File: config.mk
export PLATFORM = sky130hd
export DESIGN_NAME = mem_arbiter
export DESIGN_NICKNAME = d
export VERILOG_FILES = /design/src/rtl/mem_arbiter.sv
export SDC_FILE = /design/constraint.sdc
export NUM_CORES = 1
export LEC_CHECK = 0
export BUFFER_PORTS_ARGS = -buffer_cell sky130_fd_sc_hd__buf_2
export CORE_ASPECT_RATIO = 0.6
export CORE_MARGIN = 4
export CORE_UTILIZATION = 47
export DETAILED_ROUTE_END_ITERATION = 12
export GPL_TIMING_DRIVEN = 1
export HOLD_SLACK_MARGIN = 0.06
export PLACE_DENSITY = 0.85
export SLEW_MARGIN = 20
export SYNTH_ARGS = -nofsm -noshare
export SYNTH_HDL_FRONTEND = slang
export SYNTH_SLANG_ARGS = --single-unit
File: constraint.sdc
create_clock -name clk -period 3.75 [get_ports clk]
set_input_delay 0.375 -clock clk [delete_from_list [all_inputs] [get_ports clk]]
set_output_delay 0.375 -clock clk [all_outputs]
set_load 0.1 [all_outputs]
File: src/rtl/mem_arbiter.sv
`default_nettype none
// ============================================================================
// Module   : mem_arbiter
// Purpose  : Two-requester (pipeline MEM stage / MemPix stage) arbiter for a
//            single shared memory port.
//            - Round-robin on simultaneous requests; data wins the first tie
//              after reset.
//            - One ISSUE cycle, MEM_LAT WAIT cycles and one DONE cycle per
//              access.
//            - Optional grant counters are enabled by defining ARB_STATS_EN.
// Revision : 1.0 - initial release
// ============================================================================
module mem_arbiter #(
    parameter int MEM_LAT = 2              // read latency after mem_en, 1..4
) (
    input  logic        clk,
    input  logic        reset,             // synchronous, active-low
    input  logic        halt,
    input  logic        dreq,
    input  logic        dwe,
    input  logic [31:0] daddr,
    input  logic [31:0] dwdata,
    input  logic        preq,
    input  logic        pwe,
    input  logic [31:0] paddr,
    input  logic [31:0] pwdata,
    output logic        mem_en,
    output logic        mem_we,
    output logic [31:0] mem_addr,
    output logic [31:0] mem_wdata,
    input  logic [31:0] mem_rdata,
    output logic        ddone,
    output logic        pdone,
    output logic [31:0] rdata,
    output logic        stall,
    output logic [15:0] dcount,
    output logic [15:0] pcount
);

    localparam logic [1:0] c_ST_IDLE  = 2'd0;
    localparam logic [1:0] c_ST_ISSUE = 2'd1;
    localparam logic [1:0] c_ST_WAIT  = 2'd2;
    localparam logic [1:0] c_ST_DONE  = 2'd3;

    // WAIT counts down from MEM_LAT-1 to 0, so it lasts exactly MEM_LAT cycles
    localparam logic [2:0] c_WAIT_INIT = 3'(MEM_LAT - 1);

    logic [1:0]  r_state;
    logic [2:0]  r_wait_cnt;
    logic        r_sel_pix;      // winner of the access in flight (1 = pixel)
    logic        r_last_pix;     // last requester served (1 = pixel)
    logic        r_mem_en;
    logic        r_mem_we;
    logic [31:0] r_mem_addr;
    logic [31:0] r_mem_wdata;
    logic [31:0] r_rdata;
    logic        r_ddone;
    logic        r_pdone;

    logic        w_grant;
    logic        w_pick_pix;

    // A grant is evaluated only in IDLE and only while not halted
    assign w_grant    = (r_state == c_ST_IDLE) && !halt && (dreq || preq);
    // Pixel wins alone, or on a tie when it was not the last one served
    assign w_pick_pix = preq && (!dreq || !r_last_pix);

    // Arbitration FSM with registered memory-port and completion outputs
    always_ff @(posedge clk) begin
        if (!reset) begin
            r_state     <= c_ST_IDLE;
            r_wait_cnt  <= 3'd0;
            r_sel_pix   <= 1'b0;
            r_last_pix  <= 1'b1;
            r_mem_en    <= 1'b0;
            r_mem_we    <= 1'b0;
            r_mem_addr  <= 32'd0;
            r_mem_wdata <= 32'd0;
            r_rdata     <= 32'd0;
            r_ddone     <= 1'b0;
            r_pdone     <= 1'b0;
        end else begin
            case (r_state)
                c_ST_IDLE: begin
                    if (w_grant) begin
                        r_state     <= c_ST_ISSUE;
                        r_sel_pix   <= w_pick_pix;
                        r_mem_en    <= 1'b1;
                        r_mem_we    <= w_pick_pix ? pwe    : dwe;
                        r_mem_addr  <= w_pick_pix ? paddr  : daddr;
                        r_mem_wdata <= w_pick_pix ? pwdata : dwdata;
                    end
                end
                c_ST_ISSUE: begin
                    // address/data are left holding their last values
                    r_state    <= c_ST_WAIT;
                    r_mem_en   <= 1'b0;
                    r_mem_we   <= 1'b0;
                    r_wait_cnt <= c_WAIT_INIT;
                end
                c_ST_WAIT: begin
                    if (r_wait_cnt == 3'd0) begin
                        // read data is captured for writes too
                        r_rdata <= mem_rdata;
                        r_ddone <= !r_sel_pix;
                        r_pdone <= r_sel_pix;
                        r_state <= c_ST_DONE;
                    end else begin
                        r_wait_cnt <= r_wait_cnt - 3'd1;
                    end
                end
                c_ST_DONE: begin
                    // no grant from here: next evaluation happens in IDLE
                    r_ddone    <= 1'b0;
                    r_pdone    <= 1'b0;
                    r_last_pix <= r_sel_pix;
                    r_state    <= c_ST_IDLE;
                end
                default: begin
                    r_state <= c_ST_IDLE;
                end
            endcase
        end
    end

`ifdef ARB_STATS_EN
    logic [15:0] r_dcount;
    logic [15:0] r_pcount;

    // Completed-access counters, wrapping at 16 bits
    always_ff @(posedge clk) begin
        if (!reset) begin
            r_dcount <= 16'd0;
            r_pcount <= 16'd0;
        end else begin
            if (r_ddone) r_dcount <= r_dcount + 16'd1;
            if (r_pdone) r_pcount <= r_pcount + 16'd1;
        end
    end

    assign dcount = r_dcount;
    assign pcount = r_pcount;
`else
    assign dcount = 16'd0;
    assign pcount = 16'd0;
`endif

    assign mem_en    = r_mem_en;
    assign mem_we    = r_mem_we;
    assign mem_addr  = r_mem_addr;
    assign mem_wdata = r_mem_wdata;
    assign rdata     = r_rdata;
    assign ddone     = r_ddone;
    assign pdone     = r_pdone;
    assign stall     = (dreq | preq) & ~(r_ddone | r_pdone);

endmodule
`default_nettype wire
**After elaboration in Yosys (flattened, before gate mapping)**

Cells that the tools add are included.
W data, S select, Z words.

- Memory bits (writable): 0
- Output and inout bits: 133
- ROM bits: 0
- Input bits: 167
- Memories kept: 0
- Logic and storage cells: 58
- Bits in latches: 0
- Bits in registers: 107

- Bitwise logic cells: 4
- Mux-type cells: 16
- Divide/modulo/power cells: 0
- $lt $le $gt $ge: 0
- $add $sub $neg: 1
- Multipliers: 0
- Shift operators: 0
- Reduce and logical (&&, ||, !) cells: 20
- Equality and inequality tests: 6

Operator list:

| kind | number |
|---|---|
| $mux W32 | 2 |
| $reduce_and A2 Y1 | 6 |
| $pmux W1 S2 | 4 |
| $pmux W2 S4 | 1 |
| $ne A2 B2 Y1 const B | 3 |
| $pmux W3 S2 | 1 |
| $reduce_bool A2 Y1 | 3 |
| $mux W1 | 5 |
| $eq A2 B2 Y1 const B | 2 |
| $logic_not A1 Y1 | 4 |
| $mux W2 | 2 |
| $logic_and A1 B1 Y1 | 3 |
| $logic_not A3 Y1 | 1 |
| $mux W3 | 1 |
| $sub A3 B1 Y3 const B | 1 |
| $eq A2 B1 Y1 const B | 1 |
| $logic_not A2 Y1 | 1 |
| $logic_or A1 B1 Y1 | 2 |
| $or A1 B1 Y1 | 2 |
| $and A1 B1 Y1 | 1 |
| $not A1 Y1 | 1 |

**Logic depth before layout (Yosys ltp)**

Gate-level depths: netlist of run 1.

- Depth after elaboration: 6
- Gate-level depth with buffers: 8
- Mapped depth without buffers: 5

**Worst setup path after synthesis of run 1**

OpenSTA, ideal clock, no wires.

- Kind: input-to-output
- From: input preq
- To: output stall
- Path slack: 0.215 ns
- Stages on the path: 5
- Arrival: 3.160 ns
- Path through: or2_1 > buf_2 > buf_2 > buf_2 > nor3b_1

- Word-level cells in the longest chain between the ends: 2

Ends and longest elaborated chain:

| element | RTL line | RTL |
|---|---|---|
| start, declared | 23 | `input logic preq,` |
| $or A1 B1 Y1 | 155 | `assign stall = (dreq \| preq) & ~(r_ddone \| r_pdone);` |
| $and A1 B1 Y1 | 155 |  |
| end, declared | 35 | `output logic stall,` |

Every way passes these cells.

**Worst setup path after layout of run 1**

- From: register r_last_pix
- To: register r_mem_addr[16], in the netlist mem_addr[16]

- Word-level cells in the longest chain between the ends: 4

Ends and longest elaborated chain:

| element | RTL line | RTL |
|---|---|---|
| start, declared | 51 | `logic r_last_pix;` |
| start signal, assigned | 116 | `r_last_pix <= r_sel_pix;` |
| $logic_not A1 Y1 | 66 | `assign w_pick_pix = preq && (!dreq \|\| !r_last_pix);` |
| $logic_or A1 B1 Y1 | 66 |  |
| $logic_and A1 B1 Y1 | 66 |  |
| $mux W32 | 90 | `r_mem_addr <= w_pick_pix ? paddr : daddr;` |
| end signal, assigned | 90 |  |
| end, declared | 54 | `logic [31:0] r_mem_addr;` |

Every way passes these cells.
A chain may end at the register's enable or synchronous reset.

==> out/qor.txt, run 1 <==
Final wirelength: 13670 um
Worst-Margin Slew: 1.129 ns
Synth Warn #: 0
Reg area: 2142 um2
Met1 usage: 25.41%
Leading area contributor after synthesis: dfxtp_1
Met2 usage: 33.99%
Cts repair resizes: 0
Grt ovf: 0
Initial core utilization: 48.24%
TritonCTS clock tree: done
Crit path cell chain: a21boi_4, buf_4, mux2i_1, a211oi_2
Die W: 142.6 um
Die ar.: 12660 um2
Nets@finish: 942
I/O Buffers: 267
Design area: 6574 um2
DR DRC count: 0
Setup Buffers After CTS: 0
Synth Cell Area: 5111 um2
# setup viols final: 0
Slowest stage delay, CP: 0.79 ns
Slowest-stage cell, CP: buf_4
Synth Flop Type: dfxtp_1
ANT nets after route: 0
Root Driver: clkbuf_16
Mapped Cells: 535
Arr. time, crit path: 2.21 ns
Vias in the first global route: 4219
Hold slack final: 0.2755 ns
Filler cells: 909
Clock Sinks: 107
Max Slew Vio Count: 0
Unrepaired setup endpoints after global routing: no
Crit Reg-Reg Startpoint: r_last_pix
Core area: 10600 um2
Min Clock Period, post-route: 2.036 ns
FF-to-FF setup slack: 1.71 ns
Synth cell types: 37
R2R depth: 4
Routed wirelength normalized by instance count: 14.99 um
Ys async rst share: 0%
Via density: 4.998
Area after DPL: 6292 um2
Clock Skew: 0.006698 ns
Die span in y: 88.78 um
Critical R2R Capture: mem_addr[16]
Status: finished clean
Share of cells above drive strength 1: 43.60%
Total vias in the final route: 4558
Final TNS setup: 0 ns
Critical path required time: 3.92 ns
Clk buf depth: 2
Hold Path End: rdata[4]
Power density over cell area: 860.6 nW/um2
Total GRT Usage: 19.84%
IO Count: 300
Post-synth EDFFs: 0
Largest net degree at the start of global routing: 68
Sequential area share after synthesis: 41.91%
Worst slew margin: 24.71%
DPL Wire Length: 9929 um
H-tree Lvls: 3
Synth area leaders: dfxtp_1, mux2i_1, a211oi_2
GR peak layer: met2
Setup crit start kind: register
DRT Pass-1 Iters: 4
Row cnt: 29
Worst Setup End Kind: register
Hold WC Path Type: primary input to register
Area occupied by multi-input gates: 2567 um2
Crit Path Max Fanout: 66
Top achievable clock speed: 491.2 MHz
Routing usage on met3: 5.670%
Synth top area share: 41.91%
Hold Path Stages: 3
Worst skew pair latency: 0.33 ns
Hold Fails Final Rpt: 0
FF+latch count, synth: 107
Maximum vdd drop: 499.8 uV
CTS Hold Bufs: 0
Critical path type: register to register
# diodes: 0
Leakage: 0.002983 uW
Final worst path period share: 54.29%
Routability cong.: 0.7642
Worst-path clk slew: 0.07 ns
Area grow syn2layout: 28.62%
Hold path startpoint: mem_rdata[4]
CTS Buf Count: 9
DR iter-0 viols: 214
First-pass GRT wire length: 20440 um
Initial antenna violation count: 0
Synth Area per Inst: 9.554 um2
Max Cap Viol: 0
worst max-delay path by stage:
stage | startpoint | end | cells after the start
2_1_floorplan | preq | stall | 5
3_3_place_gp | dreq | mem_addr[16] | 5
3_5_place_dp | dreq | mem_addr[16] | 5
4_1_cts | r_state[0] | rdata[0] | 5
5_1_grt | r_state[0] | mem_wdata[23] | 5
6_report | r_last_pix | mem_addr[16] | 4
cell usage after synthesis (2+ instances only):
cell / count
o221a_2: 2
buf_6: 6
buf_4: 37
nand2b_1: 2
a21oi_1: 100
nor2_1: 2
mux2i_1: 68
dfxtp_1: 107
inv_1: 7
nand3b_1: 2
nand3_1: 2
clkbuf_1: 19
buf_1: 7
nor2b_1: 2
and2_1: 2
ha_1: 7
or3_1: 2
buf_2: 13
a211oi_1: 25
a211oi_2: 40
nand2_1: 67
sequential cells by signal (all words and copies together), names as in the netlist:
register / flops
ddone: 1
rdata: 32
r_state: 2
r_wait_cnt: 3
pdone: 1
mem_addr: 32
r_last_pix: 1
mem_wdata: 32
r_sel_pix: 1
mem_we: 1
mem_en: 1
metal layers:
metal  up-vias  part of all wire, %  wire [um]
met1      2088                   43       5871
li1       2307                    -          -
met2       157                   49       6694
met3         6                  7.5       1027
met5         -                    0          0
met4         0                 0.55         75
worst max-delay path, delay by kind of cell (launching register included):
| kind | cells | cell delay (ns) |
|---|---|---|
| AO/OA/AOI/OAI | 2 | 0.25 |
| buffers and inverters | 1 | 0.79 |
| multiplexers | 1 | 0.37 |
| flip-flops | 1 | 0.35 |
stage by stage:
stage | util [%] | power, uW | setup slack (ns) | instances
floorplan | - | 4370 | 0.2151 | 566
global placement | 59.39 | 4790 | 1.637 | 896
detailed placement | 59.39 | 4826 | 1.553 | 896
CTS | 62.03 | 5706 | 1.555 | 912
global route | 62.05 | 5937 | 1.531 | 912
finish | 62.05 | 5657 | 1.714 | 912
cell families (layout without fill, tap and decap cells):
| family | count (synthesis) | after routing | synth area share [%] |
|---|---|---|---|
| other | 1 | 32 | 0.07337 |
| adder cells (fa/ha/maj) | 7 | 7 | 1.714 |
| AO/OA/AOI/OAI | 176 | 176 | 25.14 |
| multiplexers | 68 | 68 | 13.32 |
| flip-flops | 107 | 107 | 41.91 |
| buffers and inverters | 89 | 296 | 10.45 |
| AND/OR/NAND/NOR | 87 | 87 | 7.393 |
cell type report:
type                    count  area share (%)
multi-input cells         370           39.06
flip-flops and latches    107           32.58
repair buffers            273           21.01
clock buffers              11           3.692
well taps                 139           2.646
clock inverters             5          0.5710
inverters                   7          0.4378
cells in the final DEF (no fill, tap or decap), drive strengths merged, types with 3 or more instances in the layout:
cell,count
a21oi,100
nand2,67
conb,32
mux2i,68
inv,8
a211oi,65
clkbuf,11
dfxtp,107
and2,3
buf,273
ha,7
report_power, final:
| part | switching, uW | internal [uW] |
|---|---|---|
| combinational | 2620 | 633 |
| clock | 401 | 471 |
| sequential | 134 | 1400 |
Power figures use the tool's default switching activity.
==> run 2, diff against run 1 <==
--- a/config.mk
+++ b/config.mk
@@ -8,11 +8,11 @@
 export BUFFER_PORTS_ARGS = -buffer_cell sky130_fd_sc_hd__buf_2
 export CORE_ASPECT_RATIO = 0.6
 export CORE_MARGIN = 4
-export CORE_UTILIZATION = 47
+export CORE_UTILIZATION = 44
 export DETAILED_ROUTE_END_ITERATION = 12
 export GPL_TIMING_DRIVEN = 1
 export HOLD_SLACK_MARGIN = 0.06
-export PLACE_DENSITY = 0.85
+export PLACE_DENSITY = 0.81
 export SLEW_MARGIN = 20
 export SYNTH_ARGS = -nofsm -noshare
 export SYNTH_HDL_FRONTEND = slang
==> constraint.sdc (replaced) <==
create_clock -name clk -period 1.9 [get_ports clk]
set_input_delay 0.19 -clock clk [delete_from_list [all_inputs] [get_ports clk]]
set_output_delay 0.19 -clock clk [all_outputs]
set_load 0.1 [all_outputs]
==> out/qor.txt, run 2 (synthesized netlist as in run 1, its figures left out) <==
Hold path startpoint: mem_rdata[24]
Setup Buffers After CTS: 0 (unchanged)
Grt ovf: 0 (unchanged)
DPL Wire Length: 10820 um (+8.9%)
Crit Path Max Fanout: 29 (-56%)
Setup crit start kind: register
Total GRT Usage: 19.70% (-0.14 points)
Layout Cells excl Fill: 941 (+3.2%)
Clk buf depth: 2 (unchanged)
FF-to-FF setup slack: 0.18 ns (-1.53 ns)
ANT nets after route: 0 (unchanged)
Hold WC Path Type: primary input to register
First-pass GRT wire length: 21920 um (+7.2%)
Hold Path Stages: 3 (unchanged)
Most frequent cells in the layout: buf_2, dfxtp_1, a21oi_1
Sw Share: 54.36% (-1.5 points)
Crit Reg-Reg Startpoint: r_state[0]
DR iter-0 viols: 192 (-10%)
Hold Fails Final Rpt: 0 (unchanged)
Critical path required time: 2.11 ns (-1.81 ns)
Worst skew pair latency: 0.34 ns (about the same)
Worst Setup End Kind: register
H-tree Lvls: 3 (unchanged)
Row cnt: 30 (+3.4%)
Commonest non-fill, non-tap cell in the layout: buf_2
Clock Skew: 0.008049 ns (+0.001350 ns)
Design area: 6809 um2 (+3.6%)
TritonCTS clock tree: done
Root Driver: clkbuf_16
Top achievable clock speed: 582.4 MHz (+19%)
DR DRC count: 0 (unchanged)
R2R depth: 6 (+2)
Worst-path clk slew: 0.07 ns (about the same)
Share of cells above drive strength 1: 44.30% (+0.71 points)
Hold Path End: rdata[24]
Total vias in the final route: 4569 (+0.24%)
I/O Buffers: 267 (unchanged)
Arr. time, crit path: 1.93 ns (-0.28 ns)
CTS Buf Count: 9 (unchanged)
Register share of total power: 26.0% (-1.0 points)
Power density over cell area: 1710 nW/um2 (+99%)
DRT Pass-1 Iters: 4 (unchanged)
Internal Power: 5313 uW (+110%)
Via density: 4.855 (-2.8%)
Pre-CTS WS: 0.2000 ns (-1.353 ns)
Cts repair resizes: 0 (unchanged)
Unrepaired setup endpoints after global routing: no
Area grow syn2layout: 33.22%
# setup viols final: 0 (unchanged)
Max Cap Viol: 0 (unchanged)
Final TNS setup: 0 ns (unchanged)
Min Clock Period, post-route: 1.717 ns (-0.3189 ns)
Critical R2R Capture: mem_addr[9]
Critical path type: register to register
Final wirelength: 14120 um (+3.3%)
Clock Sinks: 107 (unchanged)
Combinational share of power: 57.2% (-0.4 points)
Final worst path period share: 90.37% (+36 points)
Die span in y: 91.49 um (+3.1%)
CTS Hold Bufs: 0 (unchanged)
Initial antenna violation count: 0 (unchanged)
Nets@finish: 950 (+0.85%)
# diodes: 0 (unchanged)
Area after DPL: 6492 um2 (+3.2%)
Routability cong.: 0.7836 (+2.5%)
Initial core utilization: 45.09% (-3.2 points)
Worst-Margin Slew: 0.5553 ns (-0.5741 ns)
Maximum vdd drop: 862.5 uV (+73%)
Vias in the first global route: 4259 (+0.95%)
Die W: 147.1 um (+3.2%)
Net switching power: 6329 uW (+100%)
Worst slew margin: 62.98% (+38 points)
IO Count: 300 (unchanged)
Leakage: 0.003090 uW (+3.6%)
Clock power frac: 16.8% (+1.4 points)
Largest net degree at the start of global routing: 60 (-12%)
Core area: 11340 um2 (+7.0%)
Status: finished clean
Final Util: 60.07% (-2.0 points)
Min setup slack post-route: 0.1829 ns (-1.531 ns)
Dpl cells: 925 (+3.2%)
Max Slew Vio Count: 0 (unchanged)
Routed wirelength normalized by instance count: 15.01 um (+0.14%)
Die ar.: 13460 um2 (+6.3%)
## run 2: area by class of cell
cell class,count,area [um2]
clock buffer,9,225.2
clock inverter,7,91.34
fill,1006,4527
inverter,7,28.78
multi-input combinational,370,2577
sequential,107,2142
tap,160,200.2
timing repair buffer,281,1544
## run 2: worst max path at each step
stage / startpoint / cells past startpoint / endpoint
after floorplan: ddone / 1 / stall
after global routing: r_state[0] / 5 / ddone
after detailed placement: r_state[0] / 6 / mem_addr[9]
after global placement: r_state[0] / 6 / mem_wdata[1]
final: r_state[0] / 6 / mem_addr[9]
after CTS: r_state[0] / 6 / mem_addr[9]
## run 2: power by group through the flow
stage,clock network [uW],registers (uW),logic (uW)
global placement,0,3060,6610
finish,1950,3030,6660
global route,2100,3080,7000
floorplan,0,6360,2280
CTS,2010,3030,6690
detailed placement,0,3070,6690
## run 2: metrics by stage
step                      hold WS [ns]  total power [uW]
final                          0.08554             11640
after global routing           0.07318             12170
after CTS                      0.07314             11720
after detailed placement        0.4354              9753
after global placement          0.4329              9667
after floorplan                 0.3260              8633
## run 2: per-layer routing
layer  wire length [um]  vias up  track usage, %
met5                  0        -               0
met4                108        0           3.566
met3                973       11           5.636
met2               6492      149           30.90
met1               6548     2101           27.32
li1                   -     2308               -
## run 2: critical path: stages, from the launching register on
cell      delay (ns)
dfxtp_1         0.35
inv_1           0.12
ha_1            0.23
nor2b_4         0.21
and2_4          0.34
buf_12          0.23
a211oi_1        0.10
